$ cat config.mk
export PLATFORM = sky130hd
export DESIGN_NAME = adsr_poly
export DESIGN_NICKNAME = d
export VERILOG_FILES = /design/src/rtl/adsr_pkg.sv /design/src/rtl/adsr_voice_step.sv /design/src/rtl/adsr_poly.sv
export SDC_FILE = /design/constraint.sdc
export NUM_CORES = 1
export LEC_CHECK = 0
export CAP_MARGIN = 40
export CORE_ASPECT_RATIO = 1.4
export CORE_UTILIZATION = 55
export DETAILED_ROUTE_END_ITERATION = 16
export PLACE_DENSITY = 0.77
export SYNTH_ARGS = -nofsm -noshare
export SYNTH_HDL_FRONTEND = slang
export SYNTH_SLANG_ARGS = --single-unit
export TNS_END_PERCENT = 50
$ cat constraint.sdc
create_clock -name clk -period 11.8 [get_ports clk]
set_clock_uncertainty 0.05 [all_clocks]
set_input_delay 1.77 -clock clk [delete_from_list [all_inputs] [get_ports clk]]
set_output_delay 1.77 -clock clk [all_outputs]
set_load 0.1 [all_outputs]
$ cat src/rtl/adsr_pkg.sv
// Shared types, envelope time constants and step-table helpers for the
// polyphonic ADSR envelope generator.
package adsr_pkg;

  typedef enum logic [2:0] {
    ST_OFF     = 3'd0,
    ST_ATTACK  = 3'd1,
    ST_DECAY   = 3'd2,
    ST_SUSTAIN = 3'd3,
    ST_RELEASE = 3'd4
  } adsr_state_e;

  localparam int NUM_TIME_CODES = 16;

  // Attack times in microseconds; decay/release use DR_TIME_MULT times these.
  localparam logic [63:0] ATTACK_US [NUM_TIME_CODES] = '{
    64'd2000,   64'd8000,   64'd16000,  64'd24000,
    64'd38000,  64'd56000,  64'd68000,  64'd80000,
    64'd100000, 64'd250000, 64'd500000, 64'd800000,
    64'd1000000, 64'd3000000, 64'd5000000, 64'd8000000
  };
  localparam logic [63:0] DR_TIME_MULT = 64'd3;

  function automatic logic [63:0] time_step(input logic [63:0] t_us, input int acc_bits,
                                            input int clk_freq);
    return ((64'd1 << acc_bits) * 64'd1000000) / (t_us * 64'(clk_freq));
  endfunction

  function automatic logic [63:0] attack_step(input int code, input int acc_bits,
                                              input int clk_freq);
    int idx;
    idx = (code < NUM_TIME_CODES) ? code : NUM_TIME_CODES - 1;
    return time_step(ATTACK_US[idx], acc_bits, clk_freq);
  endfunction

  function automatic logic [63:0] dr_step(input int code, input int acc_bits,
                                          input int clk_freq);
    int idx;
    idx = (code < NUM_TIME_CODES) ? code : NUM_TIME_CODES - 1;
    return time_step(ATTACK_US[idx] * DR_TIME_MULT, acc_bits, clk_freq);
  endfunction

  // Bit i of the sustain level is s[i mod ctrl_width]: s replicated across the accumulator.
  function automatic logic [63:0] sustain_rep(input logic [15:0] s, input int acc_bits,
                                              input int ctrl_width);
    logic [63:0] rep;
    rep = 64'd0;
    for (int i = 0; i < 64; i++) begin
      if (i < acc_bits) begin
        rep[i] = s[i % ctrl_width];
      end
    end
    return rep;
  endfunction

endpackage

$ cat src/rtl/adsr_voice_step.sv
// Combinational single-voice ADSR update: gate-driven transition first, then
// the step of the resulting state with exact saturation.
module adsr_voice_step
  import adsr_pkg::*;
#(
  parameter int ACCUMULATOR_BITS = 24,
  parameter int CTRL_WIDTH       = 4,
  parameter int SAMPLE_CLK_FREQ  = 48000,
  parameter int RETRIGGER        = 0
) (
  input  logic [2:0]                  i_state,
  input  logic [ACCUMULATOR_BITS-1:0] i_acc,
  input  logic                        i_gate_q,
  input  logic                        i_g,
  input  logic [CTRL_WIDTH-1:0]       i_a,
  input  logic [CTRL_WIDTH-1:0]       i_d,
  input  logic [CTRL_WIDTH-1:0]       i_s,
  input  logic [CTRL_WIDTH-1:0]       i_r,
  output logic [2:0]                  o_state,
  output logic [ACCUMULATOR_BITS-1:0] o_acc,
  output logic                        o_gate_q
);
  localparam int AB    = ACCUMULATOR_BITS;
  localparam int NCODE = 2 ** CTRL_WIDTH;
  localparam logic [AB-1:0] ZERO = {AB{1'b0}};
  localparam logic [AB-1:0] ONES = {AB{1'b1}};

  logic [AB-1:0] w_atk_tbl [NCODE];
  logic [AB-1:0] w_dr_tbl  [NCODE];

  for (genvar gi = 0; gi < NCODE; gi++) begin : g_tbl
    localparam logic [AB-1:0] ATK_STEP = AB'(attack_step(gi, AB, SAMPLE_CLK_FREQ));
    localparam logic [AB-1:0] DR_STEP  = AB'(dr_step(gi, AB, SAMPLE_CLK_FREQ));
    assign w_atk_tbl[gi] = ATK_STEP;
    assign w_dr_tbl[gi]  = DR_STEP;
  end

  adsr_state_e   w_st;
  logic [AB-1:0] w_base;
  logic [AB-1:0] w_sus;
  logic [AB:0]   w_sum;
  logic [AB:0]   w_dec;
  logic [AB:0]   w_rel;

  assign w_sus    = AB'(sustain_rep(16'(i_s), AB, CTRL_WIDTH));
  assign w_sum    = {1'b0, w_base} + {1'b0, w_atk_tbl[i_a]};
  assign w_dec    = {1'b0, w_base} - {1'b0, w_dr_tbl[i_d]};
  assign w_rel    = {1'b0, w_base} - {1'b0, w_dr_tbl[i_r]};
  assign o_gate_q = i_g;

  // Gate-driven transition and choice of the accumulator the step starts from
  always_comb begin
    w_st   = adsr_state_e'(i_state);
    w_base = i_acc;
    if (i_g && (!i_gate_q || i_state == ST_OFF)) begin
      w_st = ST_ATTACK;
      if (RETRIGGER != 0) begin
        w_base = ZERO;
      end else begin
        w_base = i_acc;
      end
    end else if (!i_g && (i_state == ST_ATTACK || i_state == ST_DECAY ||
                          i_state == ST_SUSTAIN)) begin
      w_st = ST_RELEASE;
    end else begin
      w_st = adsr_state_e'(i_state);
    end
  end

  // Step of the resulting state, clamping on carry/borrow or on reaching the target
  always_comb begin
    o_state = w_st;
    o_acc   = w_base;
    case (w_st)
      ST_ATTACK: begin
        if (w_sum[AB] || w_sum[AB-1:0] == ONES) begin
          o_acc   = ONES;
          o_state = ST_DECAY;
        end else begin
          o_acc   = w_sum[AB-1:0];
          o_state = ST_ATTACK;
        end
      end
      ST_DECAY: begin
        if (w_dec[AB] || w_dec[AB-1:0] <= w_sus) begin
          o_acc   = w_sus;
          o_state = ST_SUSTAIN;
        end else begin
          o_acc   = w_dec[AB-1:0];
          o_state = ST_DECAY;
        end
      end
      ST_SUSTAIN: begin
        o_acc   = w_sus;
        o_state = ST_SUSTAIN;
      end
      ST_RELEASE: begin
        if (w_rel[AB] || w_rel[AB-1:0] == ZERO) begin
          o_acc   = ZERO;
          o_state = ST_OFF;
        end else begin
          o_acc   = w_rel[AB-1:0];
          o_state = ST_RELEASE;
        end
      end
      default: begin
        o_acc   = ZERO;
        o_state = ST_OFF;
      end
    endcase
  end

endmodule

$ cat src/rtl/adsr_poly.sv
// Time-multiplexed polyphonic ADSR: each accepted sample strobe sweeps all
// voices through one shared update datapath and streams the new levels out.
module adsr_poly
  import adsr_pkg::*;
#(
  parameter int VOICES           = 8,
  parameter int ACCUMULATOR_BITS = 24,
  parameter int CTRL_WIDTH       = 4,
  parameter int OUT_BITS         = 16,
  parameter int SAMPLE_CLK_FREQ  = 48000,
  parameter int RETRIGGER        = 0
) (
  input  logic                                          clk,
  input  logic                                          rst,
  input  logic                                          low_strobe,
  input  logic [VOICES-1:0]                             gate,
  input  logic [VOICES*CTRL_WIDTH-1:0]                  a,
  input  logic [VOICES*CTRL_WIDTH-1:0]                  d,
  input  logic [VOICES*CTRL_WIDTH-1:0]                  s,
  input  logic [VOICES*CTRL_WIDTH-1:0]                  r,
  output logic                                          env_valid,
  output logic [((VOICES > 1) ? $clog2(VOICES) : 1)-1:0] env_voice,
  output logic [OUT_BITS-1:0]                           env_level,
  output logic [VOICES-1:0]                             active,
  output logic                                          busy,
  output logic                                          overrun
);
  localparam int AB   = ACCUMULATOR_BITS;
  localparam int VW   = (VOICES > 1) ? $clog2(VOICES) : 1;
  localparam int CNTW = $clog2(VOICES + 1);
  localparam logic [CNTW-1:0] LAST_CNT = CNTW'(VOICES);

  logic [2:0]          r_state [VOICES];
  logic [AB-1:0]       r_acc   [VOICES];
  logic [VOICES-1:0]   r_gq;
  logic [VOICES-1:0]   r_snap;
  logic [VOICES-1:0]   r_active;
  logic                r_busy;
  logic [CNTW-1:0]     r_cnt;
  logic                r_valid;
  logic [VW-1:0]       r_voice;
  logic [OUT_BITS-1:0] r_level;
  logic                r_overrun;

  logic                w_proc;
  logic [VW-1:0]       w_idx;
  logic [CTRL_WIDTH-1:0] w_a, w_d, w_s, w_r;
  logic [2:0]          w_nstate;
  logic [AB-1:0]       w_nacc;
  logic                w_ngq;

  // The count runs one past the last voice so busy covers the final output cycle.
  assign w_proc = r_busy && (r_cnt != LAST_CNT);
  assign w_idx  = w_proc ? VW'(r_cnt) : {VW{1'b0}};
  assign w_a    = a[w_idx*CTRL_WIDTH +: CTRL_WIDTH];
  assign w_d    = d[w_idx*CTRL_WIDTH +: CTRL_WIDTH];
  assign w_s    = s[w_idx*CTRL_WIDTH +: CTRL_WIDTH];
  assign w_r    = r[w_idx*CTRL_WIDTH +: CTRL_WIDTH];

  adsr_voice_step #(
    .ACCUMULATOR_BITS(ACCUMULATOR_BITS),
    .CTRL_WIDTH      (CTRL_WIDTH),
    .SAMPLE_CLK_FREQ (SAMPLE_CLK_FREQ),
    .RETRIGGER       (RETRIGGER)
  ) u_step (
    .i_state (r_state[w_idx]),
    .i_acc   (r_acc[w_idx]),
    .i_gate_q(r_gq[w_idx]),
    .i_g     (r_snap[w_idx]),
    .i_a     (w_a),
    .i_d     (w_d),
    .i_s     (w_s),
    .i_r     (w_r),
    .o_state (w_nstate),
    .o_acc   (w_nacc),
    .o_gate_q(w_ngq)
  );

  // Sweep sequencing, per-voice write-back and the registered output stream
  always_ff @(posedge clk) begin
    if (rst) begin
      for (int v = 0; v < VOICES; v++) begin
        r_state[v] <= ST_OFF;
        r_acc[v]   <= {AB{1'b0}};
      end
      r_gq      <= {VOICES{1'b0}};
      r_snap    <= {VOICES{1'b0}};
      r_active  <= {VOICES{1'b0}};
      r_busy    <= 1'b0;
      r_cnt     <= {CNTW{1'b0}};
      r_valid   <= 1'b0;
      r_voice   <= {VW{1'b0}};
      r_level   <= {OUT_BITS{1'b0}};
      r_overrun <= 1'b0;
    end else begin
      if (low_strobe && r_busy) begin
        r_overrun <= 1'b1;
      end
      if (low_strobe && !r_busy) begin
        r_busy <= 1'b1;
        r_cnt  <= {CNTW{1'b0}};
        r_snap <= gate;
      end else if (w_proc) begin
        r_cnt <= r_cnt + CNTW'(1);
      end else begin
        r_busy <= 1'b0;
      end
      r_valid <= w_proc;
      if (w_proc) begin
        r_state[w_idx]  <= w_nstate;
        r_acc[w_idx]    <= w_nacc;
        r_gq[w_idx]     <= w_ngq;
        r_active[w_idx] <= (w_nstate != ST_OFF);
        r_voice         <= w_idx;
        r_level         <= w_nacc[AB-1 -: OUT_BITS];
      end
    end
  end

  assign env_valid = r_valid;
  assign env_voice = r_voice;
  assign env_level = r_level;
  assign active    = r_active;
  assign busy      = r_busy;
  assign overrun   = r_overrun;

endmodule

Word-level counts from Yosys, hierarchy flattened
Memory sizes are Yosys's and may differ from the RTL's.
Cells that the tools add are included.
{"block": "totals", "ff_bits": 50, "mem_bits_rw": 216, "romBits": 1152, "output_inout_bits": 30, "word_cells": 100, "n_memories": 5}
{"block": "classes", "n_addsub": 4, "n_lt_le_gt_ge": 6, "eq_ne": 10, "shift": 4, "n_mux": 38, "bitwise_logic": 3, "n_reduce_logical": 21}
{"memory": "(name not given)", "depth": 16, "word_bits": 24, "read_ports": 1, "rd_clocked_by_memory_dff": 0, "write_ports": 0, "line": "adsr_voice_step.sv:47", "source": "assign w_dec = {1'b0, w_base} - {1'b0, w_dr_tbl[i_d]};"}
{"memory": "(name not given)", "depth": 16, "word_bits": 24, "read_ports": 1, "rd_clocked_by_memory_dff": 0, "write_ports": 0, "line": "adsr_voice_step.sv:48", "source": "assign w_rel = {1'b0, w_base} - {1'b0, w_dr_tbl[i_r]};"}
{"memory": "(name not given)", "depth": 16, "word_bits": 24, "read_ports": 1, "rd_clocked_by_memory_dff": 0, "write_ports": 0, "line": "adsr_voice_step.sv:46", "source": "assign w_sum = {1'b0, w_base} + {1'b0, w_atk_tbl[i_a]};"}
{"memory": "r_acc", "depth": 8, "word_bits": 24, "read_ports": 1, "rd_clocked_by_memory_dff": 0, "write_ports": 8, "line": "adsr_poly.sv:34", "source": "logic [AB-1:0] r_acc [VOICES];"}
{"memory": "r_state", "depth": 8, "word_bits": 3, "read_ports": 1, "rd_clocked_by_memory_dff": 0, "write_ports": 8, "line": "adsr_poly.sv:33", "source": "logic [2:0] r_state [VOICES];"}
{"operator": "2-to-1 mux 24 bit", "count": 10}
{"operator": "indexed part select 32 x 6 -> 4 bit", "count": 4}
{"operator": "case mux 24 bit (4 select lines)", "count": 1}
{"operator": "subtractor 24 x 24 -> 25 bit", "count": 2}
{"operator": "adder 24 x 24 -> 25 bit", "count": 1}
{"operator": "equality test 24 bit (second input constant)", "count": 1}
{"operator": "less-or-equal comparator 24 bit", "count": 1}
{"operator": "logical NOT 24 bit", "count": 1}
{"operator": "OR reduction 24 bit", "count": 1}
{"operator": "2-to-1 mux 3 bit", "count": 7}
{"operator": "bitwise mux 8 bit", "count": 2}
{"operator": ">= comparator 5 bit (second input constant)", "count": 3}
{"operator": "NOT 4 -> 5 bit", "count": 3}
{"operator": "2-to-1 mux 1 bit", "count": 13}
{"operator": "equality test 3 x 2 -> 1 bit (second input constant)", "count": 4}
{"operator": "case mux 3 bit (4 select lines)", "count": 1}
{"operator": "binary-select mux 1 bit (select 3 bit)", "count": 2}
{"operator": "equality test 3 x 1 -> 1 bit (second input constant)", "count": 2}
{"operator": "logical AND 1 bit", "count": 6}
{"operator": "logical OR 1 bit", "count": 6}
{"operator": "adder 4 x 1 -> 4 bit (second input constant)", "count": 1}
{"operator": "less-than comparator 3 x 4 -> 1 bit (second input constant)", "count": 1}
{"operator": "inequality test 4 bit (second input constant)", "count": 1}
{"operator": "demux 1 bit (select 3 bit)", "count": 1}
{"operator": "other kinds (9)", "count": 11}

Logic depth before layout (Yosys ltp)
{"block": "depth", "ltp_word": 15, "ltp_mapped": 40}

By module
Synthesis repeated with hierarchy kept, for this count alone.
{"block": "hier_totals", "cells_unflattened": 1818, "hier_area_um2": 18034.8}
{"mod": "adsr_poly", "n_inst": 1, "cells_per_inst": 998, "area_each_um2": 12497.0, "seq_area_each_um2": 7487.2}
{"mod": "adsr_voice_step", "n_inst": 1, "cells_per_inst": 820, "area_each_um2": 5537.8, "seq_area_each_um2": 0.0}

Worst setup path before layout
Ideal clock, no wire load.
{"block": "synth_path", "path_type": "flip-flop to flip-flop", "from": "register r_cnt[0]", "to": "memory r_acc[0][16] (netlist bit), data pin", "arrival_time_ns": 8.086, "t_required_ns": 11.471, "setup_slack_ns": 3.385, "path_stages_with_launch": 39, "cell_sequence": "dfxtp_1 buf_6 buf_4 inv_1 ha_1 a21o_2 nor2_1 clkbuf_1 nand2_1 o22ai_1 nor3_1 nand2_1 inv_1 ha_1 nand2_1 o21ai_0 mux2_2 ha_1 (+3 left out) o221ai_1 o31ai_1 o31ai_1 nand2_1 nor2_1 xnor2_1 ha_1 o21ai_0 o21ai_0 o211ai_1 a21oi_1 a2111oi_0 or3_1 nor3_2 buf_4 o2bb2ai_1 nor3_1 nor2_1"}
{"item": "start: declaration", "line": "adsr_poly.sv:39", "source": "logic [CNTW-1:0] r_cnt;"}
{"item": "start signal: assignment", "line": "adsr_poly.sv:90", "source": "r_cnt <= {CNTW{1'b0}};"}
{"item": "start signal: assignment", "line": "adsr_poly.sv:101", "source": "r_cnt <= {CNTW{1'b0}};"}
{"item": "start signal: assignment", "line": "adsr_poly.sv:104", "source": "r_cnt <= r_cnt + CNTW'(1);"}
{"item": "end: declaration", "line": "adsr_poly.sv:34"}

==> results.sh <==
export IMPL_postSynthCellCount=1871
export IMPL_power_frac_comb=0.372
export IMPL_rsz0062_at_grt="no"
export IMPL_place_ws_ps=1171
export IMPL_synth_yosys_warnings=0
export IMPL_worst_path_max_fanout=20
export IMPL_postSynthAreaPerCell_um2=9.428
export IMPL_switchingPower_mw=1.056
export IMPL_r2r_start="r_cnt[0]"
export IMPL_numPortBuffers=168
export IMPL_async_reset_ff_frac=0
export IMPL_io_pins=169
export IMPL_grt_antenna_before_repair=2
export IMPL_setup_viol=0
export IMPL_core_area_um2=31600
export IMPL_peakVddDrop_mv=0.1437
export IMPL_syn_cell_area_um2=17640
export IMPL_internal_power_mw=1.820
export IMPL_reg2reg_slack_ps=1290
export IMPL_path_clk_slew_ps=70
export IMPL_synthTopCellsByArea="edfxtp_1 37%, nor2_1 7.3%, ha_1 6.8%"
export IMPL_fin_crit_ps=10510
export IMPL_antenna_left=0
export IMPL_p_leak_nw=7.801
export IMPL_die_h_um=213.9
export IMPL_worstPathRequired_ps=12000
export IMPL_critPathCapture="r_acc[7][9]"
export IMPL_clock_latency_ps=540
export IMPL_cts_buffers=22
export IMPL_ys_flop_type="edfxtp_1"
export IMPL_setup_ws_ps=1287
export IMPL_seqPwrFrac=0.373
export IMPL_drive_above_1_share=0.1026
export IMPL_wl_mm=68.48
export IMPL_drt_iter0_markers=2327
export IMPL_cts_tree="yes"
export IMPL_critPathKind="reg2reg"
export IMPL_cts_htree_levels=1
export IMPL_first_pass_iters=7
export IMPL_cts_resized_gates=0
export IMPL_fin_crit_sh=0.8909
export IMPL_clock_sinks=266
export IMPL_synth_top_family_by_area="compound AO/OA/AOI/OAI gates"
export IMPL_r2r_end="r_acc[7][9]"
export IMPL_final_nets=2289
export IMPL_post_cts_buffers=0
export IMPL_yosys_register_bits=266
export IMPL_startpoint_type="flop"
export IMPL_maxCapViolCount=0
export IMPL_grt_pass1_vias=16730
export IMPL_max_stage_delay_ps=830
export IMPL_synth_largest_area_cell="edfxtp_1"
export IMPL_fmax_mhz=95.12
export IMPL_synth_cell_types=101
export IMPL_crit_path_frequent_cell="nor2_1"
export IMPL_die_area_um2=32800
export IMPL_synth_compound_area_frac=0.2125
export IMPL_hold_viol=0
export IMPL_cpMaxStageDelayCell="a2111oi_0"
export IMPL_p_per_area_nw_per_um2=136.6
export IMPL_cts_root_buf="clkbuf_16"
export IMPL_vias=17170
export IMPL_area_delta_synth_final_pct=19.37
export IMPL_grt_usage=0.4159
export IMPL_place_congestion=1.060
export IMPL_grt_pass1_wl_mm=100.5
export IMPL_wire_per_inst_um=27.81
export IMPL_vias_per_cell=6.970
export IMPL_cts_max_path_buffers=3
export IMPL_synth_fp_nets=2109
export IMPL_fp_row_count=77
export IMPL_dieWidth_um=153.4
export IMPL_start_util=0.5582
export IMPL_synth_adder_area_share=0.07150
export IMPL_slew_headroom=0.3426
export IMPL_grt_max_degree=51
export IMPL_p_total_mw=2.876
export IMPL_min_path_type="reg2reg"
export IMPL_ys_seq_area_frac=0.4245
export IMPL_worstMarginPinSlew_ps=961.3
export IMPL_r2r_cells=34
export IMPL_dp_hpwl_mm=47.51
export IMPL_worstSetupEndpointType="flop"
export IMPL_status="completed"
export IMPL_drv_slew=0
export IMPL_setup_tns_ps=0
export IMPL_yosys_area_share_simple=0.2071
export IMPL_yosys_area_share_xor_xnor=0.02880
export IMPL_clkPwrFrac=0.254
export IMPL_hold_buffers=0
export IMPL_synth_top_area_frac=0.3677
export IMPL_cp_arrival_ps=10720
export IMPL_grt_overflow=0
export IMPL_crit_start="r_cnt[0]"
export IMPL_drcViolationCount=0
export IMPL_synth_mux_area_frac=0.01851
export IMPL_synth_edf_count=216
export IMPL_swShare=0.3672
[per-stage QoR]
step,cell area [um^2],cells,util,hold slack [ps]
CTS,21050,2461,0.6660,409.6
floorplan,17640,1871,-,374.9
global placement,19810,2386,0.6268,388.5
global route,21050,2462,0.6663,434.7
finish,21060,2463,0.6663,408.6
detailed placement,20340,2421,0.6437,395.0
[logic make-up (layout without fill, tap and decap cells)]
group,count (synthesis),count (layout)
xor gates and xnor gates,58,58
adders and majority gates,99,99
AOI/OAI and AO/OA,514,514
buffers and inverters,146,342
other,0,1
and+or+nand+nor,756,756
DFF,266,266
muxes,32,32
[routing by layer]
metal,GRT usage,vias up,wire length (um)
met5,0,-,13
met2,0.7010,1378,31900
met1,0.4678,8068,22160
met4,0.3303,2,5828
met3,0.07700,330,8582
li1,-,7390,-
[power groups by stage]
stage / registers [mW] / clock network (mW) / logic [mW]
finish: 1.07 / 0.731 / 1.07
CTS: 1.07 / 0.729 / 1.03
floorplan: 1.13 / 0 / 0.634
global route: 1.08 / 0.761 / 1.14
detailed placement: 1.09 / 0 / 1.03
global placement: 1.09 / 0 / 0.990
[sequential cells by signal, summed over array words and instances (netlist names)]
signal	flops
r_acc	192
r_snap	8
active	8
r_cnt	4
r_gq	8
env_voice	3
busy	1
overrun	1
r_state	24
env_level	16
env_valid	1
[cell usage after synthesis (all sizes together), types with 8 or more instances]
library cell	instances
o2111ai	9
clkbuf	72
xnor2	40
a222oi	24
nand3	44
a2111oi	11
o22ai	22
o211a	9
a21o	19
o211ai	26
mux2i	27
and3	16
nor4	25
o21a	11
a22oi	33
nand3b	8
a21oi	113
nand2b	10
xor2	18
dfxtp	50
or3	10
a221oi	9
inv	38
or2	11
ha	96
nor2	342
nand4	14
edfxtp	216
and2	17
a211oi	40
buf	36
o21ai	84
nor3	41
a31oi	25
nand2	175
[critical path: cells and delay by family, from the launching register on]
family,cells,cell delay (ps)
buf+inv,3,800
simple gates,12,3080
mux,1,290
xor+xnor,1,360
flops,1,680
fa+ha+maj,4,1360
compound gates,13,3590
[area by class of cell]
cell class / count / area (um^2)
fill: 2523 / 10540
antenna: 1 / 2.502
tap: 395 / 494.2
timing repair buffer: 264 / 2669
inverter: 38 / 142.6
clock inverter: 15 / 122.6
clock buffer: 25 / 583.1
multi-input combinational: 1459 / 9554
sequential: 266 / 7488
[cells in the final DEF (no fill, tap or decap), types with 10 or more instances in the layout]
cell,count
and3_1,16
nor2_1,338
o211ai_1,26
nand4_1,14
buf_4,62
mux2i_1,27
o21ai_0,80
ha_1,96
nand3_1,43
nand2b_1,10
clkdlybuf4s50_1,167
a21o_1,18
a21oi_1,113
nor3_1,32
a222oi_1,24
nor4_1,19
o22ai_1,22
and2_1,15
a22oi_1,33
a211oi_1,30
clkbuf_16,23
dfxtp_1,49
o21a_1,11
nand2_1,173
a31oi_1,24
buf_8,28
inv_1,34
xnor2_1,40
xor2_1,18
edfxtp_1,216
[worst min path at each step]
stage / startpoint / cells after the start / to / slack, ps
after floorplan: r_gq[7] / 2 / r_gq[7] / 370
after global placement: r_gq[0] / 2 / r_gq[0] / 390
after detailed placement: r_gq[0] / 2 / r_gq[0] / 400
after CTS: env_voice[1] / 2 / env_voice[1] / 410
after global routing: env_voice[1] / 2 / env_voice[1] / 430
final: env_voice[1] / 2 / env_voice[1] / 410
(Power assumes the default switching activity.)
